<file path="src/rtl/bcd_pkg.sv">
// bcd_pkg: shared FSM encoding, BCD digit limit and result-width helper.
package bcd_pkg;

    typedef enum logic [1:0] {
        IDLE = 2'd0,
        LOAD = 2'd1,
        CONV = 2'd2,
        FIN  = 2'd3
    } bcd_state_t;

    localparam logic [3:0] BCD_MAX_DIGIT = 4'd9;

    // Smallest BIN_W with 2^BIN_W > 10^digits - 1.
    function automatic int min_bin_w(input int digits);
        int v;
        v = 1;
        for (int i = 0; i < digits; i++) v = v * 10;
        return $clog2(v);
    endfunction

endpackage

</file>
<file path="src/rtl/bcd_digit_valid.sv">
// bcd_digit_valid: flags a nibble as a legal BCD digit (0..9).
module bcd_digit_valid
    import bcd_pkg::*;
(
    input  logic [3:0] digit_i,
    output logic       valid_o
);

    assign valid_o = (digit_i <= BCD_MAX_DIGIT);

endmodule

</file>
<file path="src/rtl/bcd_to_binary_serial.sv">
// bcd_to_binary_serial: packed BCD to binary, one digit per clock, MS digit first,
// with per-digit validation and a start/busy/done handshake.
module bcd_to_binary_serial
    import bcd_pkg::*;
#(
    parameter int DIGITS = 4,
    parameter int BIN_W  = 14
) (
    input  logic                  CLOCK_50,
    input  logic                  resetn,
    input  logic                  start,
    input  logic [4*DIGITS-1:0]   bcd_in,
    output logic                  busy,
    output logic                  done,
    output logic [BIN_W-1:0]      bin_out,
    output logic                  err,
    output logic [2:0]            err_digit
);

    bcd_state_t          state_q, state_d;
    logic [BIN_W-1:0]    acc_q, acc_d, bin_q, bin_d, acc_mac;
    logic [4*DIGITS-1:0] opr_q, opr_d;
    logic [2:0]          cnt_q, cnt_d, errd_q, errd_d;
    logic                err_q, err_d;
    logic [3:0]          digit;
    logic                digit_ok;

    assign digit   = 4'(opr_q >> {cnt_q, 2'b00});
    assign acc_mac = (acc_q << 3) + (acc_q << 1) + BIN_W'(digit);

    bcd_digit_valid u_valid (
        .digit_i (digit),
        .valid_o (digit_ok)
    );

    always_comb begin
        state_d = state_q;
        acc_d   = acc_q;
        opr_d   = opr_q;
        cnt_d   = cnt_q;
        bin_d   = bin_q;
        err_d   = err_q;
        errd_d  = errd_q;
        case (state_q)
            IDLE: if (start) begin
                opr_d   = bcd_in;
                acc_d   = '0;
                cnt_d   = 3'(DIGITS - 1);
                state_d = LOAD;
            end
            LOAD: state_d = CONV;
            CONV: if (!digit_ok) begin
                err_d   = 1'b1;
                errd_d  = cnt_q;
                bin_d   = '0;
                state_d = FIN;
            end else begin
                acc_d = acc_mac;
                // Results are latched on entry to FIN so they are valid alongside done.
                if (cnt_q == 3'd0) begin
                    bin_d   = acc_mac;
                    err_d   = 1'b0;
                    errd_d  = 3'd0;
                    state_d = FIN;
                end else begin
                    cnt_d = cnt_q - 3'd1;
                end
            end
            FIN:  state_d = IDLE;
            default: state_d = IDLE;
        endcase
    end

    always_ff @(posedge CLOCK_50 or negedge resetn) begin
        if (!resetn) begin
            state_q <= IDLE;
            acc_q   <= '0;
            opr_q   <= '0;
            cnt_q   <= '0;
            bin_q   <= '0;
            err_q   <= 1'b0;
            errd_q  <= '0;
        end else begin
            state_q <= state_d;
            acc_q   <= acc_d;
            opr_q   <= opr_d;
            cnt_q   <= cnt_d;
            bin_q   <= bin_d;
            err_q   <= err_d;
            errd_q  <= errd_d;
        end
    end

    assign busy      = (state_q == LOAD) || (state_q == CONV);
    assign done      = (state_q == FIN);
    assign bin_out   = bin_q;
    assign err       = err_q;
    assign err_digit = errd_q;

endmodule

</file>
<file path="config.mk">
export PLATFORM = sky130hd
export DESIGN_NAME = bcd_to_binary_serial
export DESIGN_NICKNAME = d
export VERILOG_FILES = /design/src/rtl/bcd_pkg.sv /design/src/rtl/bcd_digit_valid.sv /design/src/rtl/bcd_to_binary_serial.sv
export SDC_FILE = /design/constraint.sdc
export NUM_CORES = 1
export LEC_CHECK = 0
export ABC_AREA = 1
export BUFFER_PORTS_ARGS = -buffer_cell sky130_fd_sc_hd__buf_2
export CORE_MARGIN = 2
export CORE_UTILIZATION = 25
export CTS_BUF_LIST = sky130_fd_sc_hd__clkbuf_8
export DETAILED_ROUTE_END_ITERATION = 6
export PLACE_DENSITY = 0.49
export SLEW_MARGIN = 15
export SYNTH_ARGS = -nofsm -noshare
export SYNTH_HDL_FRONTEND = slang
export SYNTH_SLANG_ARGS = --single-unit
export TNS_END_PERCENT = 30
</file>
<file path="constraint.sdc">
create_clock -name CLOCK_50 -period 6.8 [get_ports CLOCK_50]
set_clock_uncertainty 0.2 [all_clocks]
set_input_delay 0.68 -clock CLOCK_50 [delete_from_list [all_inputs] [get_ports CLOCK_50]]
set_output_delay 0.68 -clock CLOCK_50 [all_outputs]
set_load 0.05 [all_outputs]
</file>
Word level (Yosys, flattened, before mapping)
Cells that the tools add are included.
{"block": "classes", "addsub": 3, "magnitude_cmp": 1, "n_eq_ne": 8, "shifts": 1, "muxes": 17, "reduce_logical": 9}
{"operator": "two-way mux 14 bit", "n": 2}
{"operator": "two-way mux 13 bit", "n": 2}
{"operator": "one-hot mux 13 bit (2 select lines)", "n": 1}
{"operator": "right shift 16 x 5 -> 4 bit", "n": 1}
{"operator": "two-way mux 3 bit", "n": 5}
{"operator": "adder 14 bit", "n": 1}
{"operator": "adder 14 x 4 -> 14 bit", "n": 1}
{"operator": "one-hot mux 2 bit (4 select lines)", "n": 1}
{"operator": "two-way mux 2 bit", "n": 3}
{"operator": "!= test 2 bit, second input constant", "n": 3}
{"operator": "one-hot mux 3 bit (2 select lines)", "n": 1}
{"operator": "AND reduction 2 bit", "n": 3}
{"operator": "equality test 2 bit, second input constant", "n": 2}
{"operator": "<= comparator 4 bit, second input constant", "n": 1}
{"operator": "AND reduction 4 bit", "n": 1}
{"operator": "zero test 3 bit", "n": 1}
{"operator": "!= test 3 bit, second input constant", "n": 1}
{"operator": "AND reduction 3 bit", "n": 1}
{"operator": "subtractor 3 x 1 -> 3 bit, second input constant", "n": 1}
{"operator": "equality test 2 x 1 -> 1 bit, second input constant", "n": 1}
{"operator": "zero test 2 bit", "n": 1}
{"operator": "two-way mux 1 bit", "n": 2}
{"operator": "!= test 2 x 1 -> 1 bit, second input constant", "n": 1}
{"operator": "nonzero test 2 bit", "n": 1}
{"operator": "logical OR 1 bit", "n": 1}
{"block": "totals", "ff_bits": 52, "input_bits": 19, "out_inout_bits": 20, "elab_cells": 46}

Logic depth before layout (Yosys ltp)
Gate-level depths: netlist of the first run.
{"block": "logic_depth", "ltp_word": 4, "mapped_depth": 17, "mapped_depth_nobuf": 17}

By module
A second synthesis of the first run with hierarchy kept.
{"block": "unflattened", "hier_cells": 357, "area_unflattened_um2": 3076.7}
{"mod": "bcd_to_binary_serial", "n_inst": 1, "cells_each": 356, "area_each_um2": 3071.7, "seq_area_each_um2": 1301.2}
{"mod": "bcd_digit_valid", "n_inst": 1, "cells_each": 1, "area_each_um2": 5.0, "seq_area_each_um2": 0.0}

Worst setup path before layout of the first run
OpenSTA, ideal clock, no wires.
{"block": "synth_path", "path_kind": "reg2reg", "start": "register cnt_q[1]", "end": "register acc_q[10]", "t_arrival_ns": 2.258, "slack_ns": 4.226, "path_stages_with_launch": 15, "path_buffers": 0, "synth_period_minus_slack_ns": 2.574, "path_cell_list": "dfrtp_1 -> inv_1 -> nand3_1 -> nand2_1 -> nor2_1 -> ha_1 -> ha_1 -> fa_1 -> nand3_1 -> nand3_1 -> nand3_1 -> nand2_1 -> xor2_1 -> nand2_1 -> nand2_1"}
{"block": "synth_between", "elab_chain_cells": 4, "word_cells_on_any_way": 7, "classes_between": "add/sub (1); order compare (1); eq/ne (1); shift (1); mux (2); reduce/logical (1)"}
{"item": "start: declaration", "line": "bcd_to_binary_serial.sv:23", "rtl": "logic [2:0] cnt_q, cnt_d, errd_q, errd_d;"}
{"item": "start signal: assignment", "line": "bcd_to_binary_serial.sv:87", "rtl": "cnt_q <= cnt_d;"}
{"item": "right shift 16 x 5 -> 4 bit *", "line": "bcd_to_binary_serial.sv:28", "rtl": "assign digit = 4'(opr_q >> {cnt_q, 2'b00});"}
{"item": "adder 14 x 4 -> 14 bit or <= comparator 4 bit (tied branches)", "line": "bcd_to_binary_serial.sv:29, bcd_digit_valid.sv:9"}
{"item": "two-way mux 13 bit or != test 2 bit (tied branches)"}
{"item": "one-hot mux 13 bit (2 select lines) or AND reduction 3 bit (tied branches)"}
{"item": "end signal: assignment", "line": "bcd_to_binary_serial.sv:77", "rtl": "acc_q <= '0;"}
{"item": "end signal: assignment", "line": "bcd_to_binary_serial.sv:85", "rtl": "acc_q <= acc_d;"}
{"item": "end: declaration", "line": "bcd_to_binary_serial.sv:21", "rtl": "logic [BIN_W-1:0] acc_q, acc_d, bin_q, bin_d, acc_mac;"}
Every way passes the cells marked *; elsewhere a longest branch is shown, timed or not. The select of a mux whose other input is x is not followed.
A chain may end at the register's enable or synchronous reset.

Final worst setup path of the first run
{"block": "layout_path", "start": "register cnt_q[0]", "end": "register bin_q[8] (netlist: bin_out[8])"}
{"block": "layout_between", "elab_chain_cells": 4, "word_cells_on_any_way": 8, "classes_between": "add/sub (1); order compare (1); eq/ne (1); shift (1); mux (2); reduce/logical (2)"}
{"item": "right shift 16 x 5 -> 4 bit", "line": "bcd_to_binary_serial.sv:28"}
{"item": "adder 14 x 4 -> 14 bit or <= comparator 4 bit (tied branches)", "line": "bcd_to_binary_serial.sv:29, bcd_digit_valid.sv:9"}
{"item": "two-way mux 14 bit or != test 2 x 1 -> 1 bit (tied branches)"}
{"item": "two-way mux 14 bit or AND reduction 2 bit (tied branches)"}
{"item": "end signal: assignment", "line": "bcd_to_binary_serial.sv:88", "rtl": "bin_q <= bin_d;"}
{"item": "end: declaration", "line": "bcd_to_binary_serial.sv:21"}
Parallel ways exist; a longest one is shown, timed or not. The select of a mux whose other input is x is not followed.

==> results of run 1 <==
-- per-stage QoR --
step                setup slack (ns)  cell area (µm²)
global placement               3.972             3383
CTS                            3.854             3480
finish                         3.858             3480
detailed placement             3.874             3383
floorplan                      4.226             3068
global route                   3.572             3480
-- final cells by class --
class                           instances  share of cell area
Multi-Input combinational cell        271              0.4542
Sequential cell                        52              0.3740
Timing Repair Buffer                   39             0.05681
Tap cell                              147             0.05286
Inverter                               32             0.03452
Clock buffer                            7             0.02769
-- routing by layer --
metal / wire length, µm / vias up
met5: 0 / -
met4: 80 / 0
met3: 270 / 7
met2: 3245 / 43
met1: 3266 / 1114
li1: - / 1251
-- power groups by stage --
stage | Sequential, mW | Clock, mW | Combinational (mW)
after global placement | 0.506 | 0 | 0.862
after CTS | 0.503 | 0.203 | 0.868
after global routing | 0.516 | 0.214 | 0.959
after floorplan | 0.568 | 0 | 0.607
after detailed placement | 0.510 | 0 | 0.864
final | 0.500 | 0.192 | 0.848
-- registers in the layout, indices dropped and copies added (netlist names) --
| signal | cells |
|---|---|
| state_q | 2 |
| err | 1 |
| opr_q | 16 |
| cnt_q | 3 |
| bin_out | 14 |
| acc_q | 13 |
| err_digit | 3 |
-- worst paths after layout --
check | from | end | slack [ns] | cells past startpoint
max in group asynchronous | resetn | cnt_q[2] | 5.68 | 2
min reg2reg | err | err | 0.29 | 2
max | cnt_q[0] | bin_out[8] | 3.86 | 14
min in group CLOCK_50 | err | err | 0.29 | 2
max reg2reg | cnt_q[0] | bin_out[8] | 3.86 | 14
min | resetn | acc_q[5] | 0.28 | 2
-- worst max-delay path: stages (launching register included) --
cell and delay (ns):
dfrtp_1 0.53, inv_2 0.15, nand2_1 0.08, nand3_1 0.06
nand2_1 0.09, nor2_1 0.05, ha_1 0.28, ha_1 0.25
fa_1 0.44, nand3_1 0.12, nand3_1 0.12, nand2_1 0.09
nand2_1 0.06, xnor2_1 0.19, o21ai_0 0.11
-- kinds of logic (layout without fill, tap and decap cells) --
group	count (synthesis)	after routing	share of synthesized area
compound gates	27	27	0.05343
xor+xnor	11	11	0.03140
fa+ha+maj	29	29	0.1207
buf+inv	41	78	0.06076
flops	52	52	0.4241
mux	12	12	0.04405
simple gates	192	192	0.2655
-- cells in the final DEF, fill, tap and decap left out, drive strengths merged --
cell and n:
o21ai 11, nor2 18, dfrtp 52, inv 32
xor2 6, o22ai 1, buf 39, nand2 129
nor3 1, a21o 1, nand3 38, mux2 12
xnor2 5, o21bai 1, and3 1, a21oi 13
fa 1, nand4 5, clkbuf 7, ha 28
-- Yosys cell counts (all sizes together) --
library cell	n	area share
nand2	129	0.16
dfrtp	52	0.42
nand3	38	0.068
inv	32	0.039
ha	28	0.11
nor2	18	0.022
a21oi	13	0.029
mux2	12	0.044
o21ai	11	0.018
buf	6	0.018
xor2	6	0.017
nand4	5	0.010
xnor2	5	0.014
clkbuf	3	0.0037
a21o	1	0.0024
and3	1	0.0020
fa	1	0.0065
nor3	1	0.0016
o21bai	1	0.0024
o22ai	1	0.0020
==> impl_metrics.py, run 1 <==
metrics = {
    "power_and_ir_drop": {
        "p_switching_mw": 0.7559,
        "seqPwrFrac": 0.325,
        "power_density_nw_per_um2": 442.7,
        "p_int_mw": 0.7846,
        "p_total_mw": 1.540,
        "p_clk_frac": 0.125,
        "swShare": 0.4907,
        "combinationalPowerShare": 0.550,
        "ir_worst_vdd_mv": 0.1587,
        "p_leak_nw": 1.999,
    },
    "global_route": {
        "grt_max_degree": 53,
        "grt_pass1_wl_um": 11860,
        "use_met2": 0.1961,
        "grt_busiest_layer": "met2",
        "track_usage": 0.1128,
        "met3_usage": 0.02952,
        "grt_pass1_vias": 2535,
        "use_met1": 0.1389,
        "grt_remaining_overflow": 0,
        "antenna_found_initial": 0,
    },
    "setup_path": {
        "critPathKind": "register to register",
        "crit_fanout": 11,
        "required_ns": 6.80,
        "cp-start-kind": "register",
        "end_kind": "register",
        "worstPathArrival_ns": 2.94,
    },
    "timing": {
        "min_period_ns": 2.942,
        "worst_pin_slew_ns": 0.7142,
        "setup_violations": 0,
        "fin_tns_setup_ns": 0,
        "slew_violations": 0,
        "finalHoldViolCount": 0,
        "fmax_mhz": 339.9,
        "maxSlewHeadroom": 0.5234,
        "min_period_over_period": 0.4326,
        "rsz0062_at_grt": "false",
        "holdWs_ns": 0.2796,
    },
    "clocking": {
        "cts_made_buffers": 5,
        "cts_max_level": 2,
        "clock_latency_ns": 0.31,
        "cts_root_buffer": "clkbuf_8",
        "post_cts_resized": 0,
        "cts_setup_buffers": 0,
        "clock_sinks": 52,
        "cts_tree": "yes",
        "clkTransAtPathRegs_ns": 0.09,
        "postCtsHoldBufs": 0,
        "cts_buffer_depth": 2,
    },
    "floorplanning": {
        "start_util": 0.2554,
        "die_h_um": 114.8,
        "ios": 39,
        "die_x_um": 114.8,
        "core-area_um2": 12010,
        "rows": 40,
        "die-area_um2": 13170,
    },
    "synth": {
        "ys.warnings.count": 0,
        "synthesis.area_um2": 3068,
        "synth_seq_cells": 52,
        "ys_types": 28,
        "syn-num-nets": 412,
        "syn_area_per_cell_um2": 8.428,
        "yosysSeqAreaShare": 0.4241,
        "synthCells": 364,
    },
    "finish": {
        "diodes": 0,
        "multi_input_area_um2": 1580,
        "fin_cells": 548,
        "final_nets": 449,
        "area_growth_pct": 13.42,
        "fillCellCount": 1317,
        "fin_util": 0.2897,
        "drive_above_1_share": 0.1696,
        "seq_area_um2": 1301,
    },
    "detailed_routing": {
        "drc": 0,
        "dr.pass1.iters": 4,
        "ant_nets": 0,
        "wl_per_cell_um": 12.52,
        "dr_total_vias": 2415,
        "routed_wl_um": 6862,
        "drt-initial-drc-count": 91,
        "viasPerCell": 4.407,
    },
    "flow_run": {
        "cap_violations": 0,
    },
    "placed_design": {
        "port_buffers": 38,
        "place_congestion": 0.8476,
        "dp.cells": 541,
        "hpwl_um": 5326,
    },
    "min_path": {
        "hold_path_class": "input port to async pin",
    },
    "status": {
        "status": "completed",
    },
}
Note: power is estimated with default switching activity, not from simulation.
==> run 2, diff against run 1 <==
--- a/config.mk
+++ b/config.mk
@@ -5,13 +5,13 @@
 export SDC_FILE = /design/constraint.sdc
 export NUM_CORES = 1
 export LEC_CHECK = 0
-export ABC_AREA = 1
+export ABC_AREA = 0
 export BUFFER_PORTS_ARGS = -buffer_cell sky130_fd_sc_hd__buf_2
 export CORE_MARGIN = 2
 export CORE_UTILIZATION = 25
 export CTS_BUF_LIST = sky130_fd_sc_hd__clkbuf_8
 export DETAILED_ROUTE_END_ITERATION = 6
-export PLACE_DENSITY = 0.49
+export PLACE_DENSITY = 0.51
 export SLEW_MARGIN = 15
 export SYNTH_ARGS = -nofsm -noshare
 export SYNTH_HDL_FRONTEND = slang
==> constraint.sdc (replaced) <==
create_clock -name CLOCK_50 -period 2.7 [get_ports CLOCK_50]
set_clock_uncertainty 0.2 [all_clocks]
set_input_delay 0.27 -clock CLOCK_50 [delete_from_list [all_inputs] [get_ports CLOCK_50]]
set_output_delay 0.27 -clock CLOCK_50 [all_outputs]
set_load 0.05 [all_outputs]
==> impl_metrics.py, run 2 <==
metrics = {
    "finish": {
        "final_cell_mix": "dfrtp_1, buf_2, nand2_1, ha_1, buf_4",
        "largest_register_ffs": 16,
        "fillCellCount": 1176,
        "final_cell_area_um2": 3807,
        "diodes": 0,
        "final_nets": 379,
        "final_common_cell": "dfrtp_1",
        "fin_util": 0.3363,
        "drive_above_1_share": 0.3464,
        "regMostFlops": "opr_q",
        "area_growth_pct": 31.96,
    },
    "setup_path": {
        "end_kind": "register",
        "critPathKind": "register to register",
        "required_ns": 2.69,
        "worstPathArrival_ns": 3.06,
        "reg2reg_depth": 10,
        "r2r_end": "bin_out[12]",
        "cp-start-kind": "register",
        "r2r_slack_ns": -0.36,
        "r2r-start": "cnt_q[0]",
        "crit_fanout": 4,
    },
    "power_and_ir_drop": {
        "ir_worst_vdd_mv": 0.5153,
        "power_density_nw_per_um2": 1149,
        "p_leak_nw": 1.879,
    },
    "timing": {
        "worst_slack_ns": -0.3645,
        "maxSlewHeadroom": 0.4081,
        "setup_violations": 17,
        "finalHoldViolCount": 0,
        "worst_pin_slew_ns": 0.8879,
        "slew_violations": 0,
        "min_period_ns": 3.065,
        "rsz0062_at_grt": "true",
        "min_period_over_period": 1.135,
        "fmax_mhz": 326.3,
    },
    "global_route": {
        "grt_pass1_vias": 2363,
        "use_met1": 0.1351,
        "use_met2": 0.1967,
        "grt_busiest_layer": "met2",
        "grt_pass1_wl_um": 11160,
        "grt_remaining_overflow": 0,
        "track_usage": 0.1087,
        "antenna_found_initial": 0,
        "met3_usage": 0.02450,
        "grt_max_degree": 40,
    },
    "synth": {
        "syn_area_per_cell_um2": 11.50,
        "synth_area_leaders": "dfrtp_1, ha_1, mux2_2, a22o_1, nand2_1",
        "syn-num-nets": 299,
        "synth_edf_count": 0,
        "synthCells": 251,
        "synth.most_common_cell": "dfrtp_1",
        "synthesis.area_um2": 2885,
        "yosysSeqAreaShare": 0.4510,
        "synth_seq_cells": 52,
        "ys_types": 46,
        "synth-main-ff-cell": "dfrtp_1",
        "yosysTopAreaCell": "dfrtp_1",
        "netlist.area_leader.share": 0.4510,
        "synth_common_cells": "dfrtp_1, ha_1, nand2_1, mux2_2, o21ai_0",
        "ys.warnings.count": 0,
        "synth_async_sr_flop_share": 1.000,
    },
    "status": {
        "status": "complete, but fails checks",
        "failed_checks": "setup timing",
    },
    "detailed_routing": {
        "wl_per_cell_um": 13.81,
        "ant_nets": 0,
        "viasPerCell": 4.613,
        "drc": 0,
        "routed_wl_um": 6561,
        "dr.pass1.iters": 4,
        "drt-initial-drc-count": 44,
        "dr_total_vias": 2191,
    },
    "floorplanning": {
        "die-area_um2": 12420,
        "start_util": 0.2549,
        "die_x_um": 111.4,
        "rows": 39,
        "core-area_um2": 11320,
        "ios": 39,
        "die_h_um": 111.4,
    },
    "placed_design": {
        "port_buffers": 38,
        "place_congestion": 0.8271,
        "placed_cell_area_um2": 3388,
        "hpwl_um": 5042,
    },
    "flow_run": {
        "cap_violations": 0,
    },
    "clocking": {
        "cts_root_buffer": "clkbuf_8",
        "clock_sinks": 52,
        "cts_buffer_depth": 2,
        "cts_tree": "yes",
        "cts_max_level": 2,
        "clock_latency_ns": 0.31,
        "cts_made_buffers": 5,
        "clkTransAtPathRegs_ns": 0.09,
    },
    "min_path": {
        "hold_path_class": "input port to register",
        "whs_path_depth": 4,
        "holdPathEnd": "state_q[0]",
        "hold_start": "start",
    },
}
run 2: changes by cell type after synthesis, moves of 12 or more:
cell,previous run,this run
inv_1,29,12
nand2_1,126,26
nand3_1,36,5
nor2_1,18,5
a22o_1,0,12
run 2: cell families after synthesis:
logic type / count (synthesis) / share of synthesized area
flip-flops: 52 / 0.4510
AND/OR/NAND/NOR: 54 / 0.08847
XOR/XNOR: 10 / 0.03035
buffers and inverters: 18 / 0.02949
AO/OA/AOI/OAI: 66 / 0.1696
adder cells (fa/ha/maj): 29 / 0.1284
multiplexers: 22 / 0.1028
run 2: how the worst max path moves through the flow:
stage / slack [ns] / to / cells after the start / start
2_1_floorplan: -0.32 / bin_out[12] / 11 / cnt_q[0]
3_3_place_gp: -0.39 / bin_out[12] / 10 / cnt_q[0]
3_5_place_dp: -0.44 / bin_out[12] / 10 / cnt_q[0]
4_1_cts: -0.41 / bin_out[12] / 10 / cnt_q[0]
5_1_grt: -0.50 / bin_out[10] / 10 / cnt_q[0]
6_report: -0.36 / bin_out[12] / 10 / cnt_q[0]
run 2: area by class of cell:
cell class	count	area, µm²	area share
timing repair buffer	79	548.0	0.1439
multi-input combinational	181	1625	0.4269
tap	143	178.9	0.04699
clock inverter	3	38.79	0.01019
clock buffer	5	68.82	0.01807
sequential	52	1303	0.3421
inverter	12	45.04	0.01183
run 2: metal layers:
| layer | vias up | wire length (µm) |
|---|---|---|
| met2 | 36 | 3329 |
| met4 | 0 | 25 |
| li1 | 1081 | - |
| met1 | 1070 | 2955 |
| met5 | - | 0 |
| met3 | 4 | 251 |
run 2: worst max-delay path: stages, from the launching register on:
cell,delay (ns)
dfrtp_2,0.42
mux4_2,0.53
nor2b_4,0.15
ha_4,0.23
ha_4,0.16
fa_2,0.37
a21oi_4,0.16
o211ai_1,0.16
a41oi_2,0.28
xnor2_2,0.10
a22o_1,0.20
run 2: where the power goes:
part / leakage (nW) / switching (mW) / internal (mW)
clock network: 0.0593 / 0.255 / 0.272
logic: 1.15 / 1.43 / 1.18
registers: 0.665 / 0.189 / 1.05
total: 1.88 / 1.87 / 2.50
run 2: metrics by stage:
step	setup WS, ns	instances	power (mW)	hold WS [ns]	setup TNS, ns
floorplan	-0.3242	251	2.873	-0.2256	-2.439
global placement	-0.3894	448	3.548	0.2350	-4.805
detailed placement	-0.4369	448	3.615	0.2536	-5.611
CTS	-0.4116	475	4.212	0.1873	-4.680
global route	-0.4955	475	4.745	0.2408	-6.485
finish	-0.3645	475	4.373	0.1908	-3.956
run 2: repair_timing:
action,in CTS,in global routing
gates resized for setup,5,17
setup buffers,2,0
hold buffers,17,0
endpoints found under the setup margin,19,19
hold endpoints to repair,53,0
pin swaps,8,8
==> run 3, diff against run 2 <==
--- a/config.mk
+++ b/config.mk
@@ -5,13 +5,12 @@
 export SDC_FILE = /design/constraint.sdc
 export NUM_CORES = 1
 export LEC_CHECK = 0
-export ABC_AREA = 0
+export ABC_AREA = 1
 export BUFFER_PORTS_ARGS = -buffer_cell sky130_fd_sc_hd__buf_2
-export CORE_MARGIN = 2
 export CORE_UTILIZATION = 25
 export CTS_BUF_LIST = sky130_fd_sc_hd__clkbuf_8
 export DETAILED_ROUTE_END_ITERATION = 6
-export PLACE_DENSITY = 0.51
+export PLACE_DENSITY = 0.5
 export SLEW_MARGIN = 15
 export SYNTH_ARGS = -nofsm -noshare
 export SYNTH_HDL_FRONTEND = slang
==> impl_metrics.py, run 3 (synthesis gave the netlist of run 1 again) <==
metrics = {
    "detailed_routing": {
        "dr.pass1.iters": 4,
        "ant_nets": 0,
        "dr_total_vias": 2608,
        "wl_per_cell_um": 12.77,
        "routed_wl_um": 7380,
        "viasPerCell": 4.512,
        "drt-initial-drc-count": 104,
        "drc": 0,
    },
    "global_route": {
        "grt_remaining_overflow": 0,
        "track_usage": 0.1210,
        "grt_pass1_vias": 2524,
        "antenna_found_initial": 0,
        "grt_max_degree": 44,
        "grt_pass1_wl_um": 12190,
    },
    "timing": {
        "fin_tns_setup_ns": 0,
        "maxSlewHeadroom": 0.3345,
        "worst_pin_slew_ns": 0.9982,
        "min_period_over_period": 0.9607,
        "setup_violations": 0,
        "holdWs_ns": 0.02069,
        "fmax_mhz": 385.5,
        "min_period_ns": 2.594,
        "slew_violations": 0,
        "rsz0062_at_grt": "true",
        "finalHoldViolCount": 0,
    },
    "power_and_ir_drop": {
        "ir_worst_vdd_mv": 0.5991,
        "p_leak_nw": 2.163,
        "power_density_nw_per_um2": 1102,
    },
    "clocking": {
        "cts_max_level": 2,
        "cts_buffer_depth": 2,
        "cts_tree": "yes",
        "clock_latency_ns": 0.31,
        "clkTransAtPathRegs_ns": 0.09,
        "cts_made_buffers": 5,
        "clock_sinks": 52,
        "cts_root_buffer": "clkbuf_8",
    },
    "finish": {
        "area_growth_pct": 25.73,
        "largest_register_ffs": 16,
        "final_cell_mix": "nand2_1, dfrtp_1, buf_2, nand3_1, inv_1",
        "fillCellCount": 1276,
        "diodes": 0,
        "final_common_cell": "nand2_1",
        "drive_above_1_share": 0.2320,
        "regMostFlops": "opr_q",
        "final_nets": 478,
    },
    "placed_design": {
        "port_buffers": 38,
        "hpwl_um": 5467,
        "place_congestion": 0.7667,
    },
    "setup_path": {
        "worstPathArrival_ns": 2.59,
        "critPathKind": "register to register",
        "cp-start-kind": "register",
        "crit_fanout": 6,
        "end_kind": "register",
        "required_ns": 2.70,
    },
    "floorplanning": {
        "ios": 39,
        "start_util": 0.2554,
        "core-area_um2": 12010,
        "die_h_um": 112.8,
        "die-area_um2": 12720,
        "rows": 40,
        "die_x_um": 112.8,
    },
    "min_path": {
        "hold_path_class": "input port to register",
    },
    "status": {
        "status": "completed",
    },
    "flow_run": {
        "cap_violations": 0,
    },
}
[run 3: changes by cell type in the layout (fill, tap and decap cells not counted), moves of 5 or more]
| cell | before | now |
|---|---|---|
| nand3_1 | 5 | 30 |
| nand2_1 | 26 | 122 |
| nor2_1 | 5 | 18 |
| nand3_2 | 0 | 6 |
| nand2_2 | 1 | 6 |
| buf_4 | 22 | 14 |
| o21ai_0 | 14 | 9 |
| a22o_1 | 12 | 0 |
| mux2_2 | 18 | 12 |
| inv_1 | 13 | 29 |
[run 3: what timing repair did]
item	CTS	global route
endpoints found under the hold margin	57	0
setup buffers	2	2
hold buffers	16	0
resized for setup	1	22
endpoints found under the setup margin	2	16
pin swaps	1	13
[run 3: path summary, 6_finish.rpt]
check | startpoint | depth (start not counted) | end | slack, ns
max in group asynchronous | resetn | 3 | acc_q[12] | 1.13
min in group asynchronous | resetn | 2 | acc_q[6] | 0.44
setup reg to reg | cnt_q[0] | 14 | bin_out[8] | 0.11
hold reg to reg | err | 2 | err | 0.29
hold / removal | bcd_in[15] | 3 | opr_q[15] | 0.02
setup / recovery | cnt_q[0] | 14 | bin_out[8] | 0.11
[run 3: where the power goes]
part | internal (mW) | switching [mW] | total [mW]
Combinational | 0.904 | 1.56 | 2.46
Clock | 0.275 | 0.270 | 0.545
Sequential | 1.05 | 0.192 | 1.25
[run 3: per-layer routing]
metal / track usage / share of wire
met1: 0.1534 / 0.45
met2: 0.2148 / 0.50
met3: 0.02517 / 0.044
met4: 0.01867 / 0.0053
met5: 0 / 0
[run 3: stage by stage]
stage | std cells | worst slack (ns) | power [mW] | instance area [µm²] | util
2_1_floorplan | 364 | 0.1258 | 2.959 | 3068 | -
6_report | 578 | 0.1060 | 4.253 | 3857 | 0.3211
5_1_grt | 578 | -0.02159 | 4.613 | 3857 | 0.3211
3_3_place_gp | 550 | 0.08795 | 3.511 | 3451 | 0.2873
4_1_cts | 576 | 0.005054 | 4.140 | 3742 | 0.3116
3_5_place_dp | 550 | 0.003435 | 3.538 | 3451 | 0.2873
[run 3: cell type report]
type | count | area [µm²] | area share
multi-input cells | 271 | 1682 | 0.4359
flip-flops and latches | 52 | 1303 | 0.3377
clock inverters | 3 | 42.54 | 0.01103
clock buffers | 5 | 68.82 | 0.01784
repair buffers | 68 | 455.4 | 0.1181
inverters | 32 | 122.6 | 0.03179
well taps | 147 | 183.9 | 0.04768
[run 3: critical path: stages, from the launching register on]
cell and delay [ns]:
dfrtp_2 0.46, inv_4 0.09, nand2_1 0.07, nand3_2 0.05, nand2_1 0.07, nor2_1 0.14
ha_1 0.28, ha_4 0.18, fa_2 0.37, nand3_2 0.10, nand3_4 0.08, nand2_1 0.06
nand2_1 0.06, xnor2_1 0.18, o21ai_0 0.10
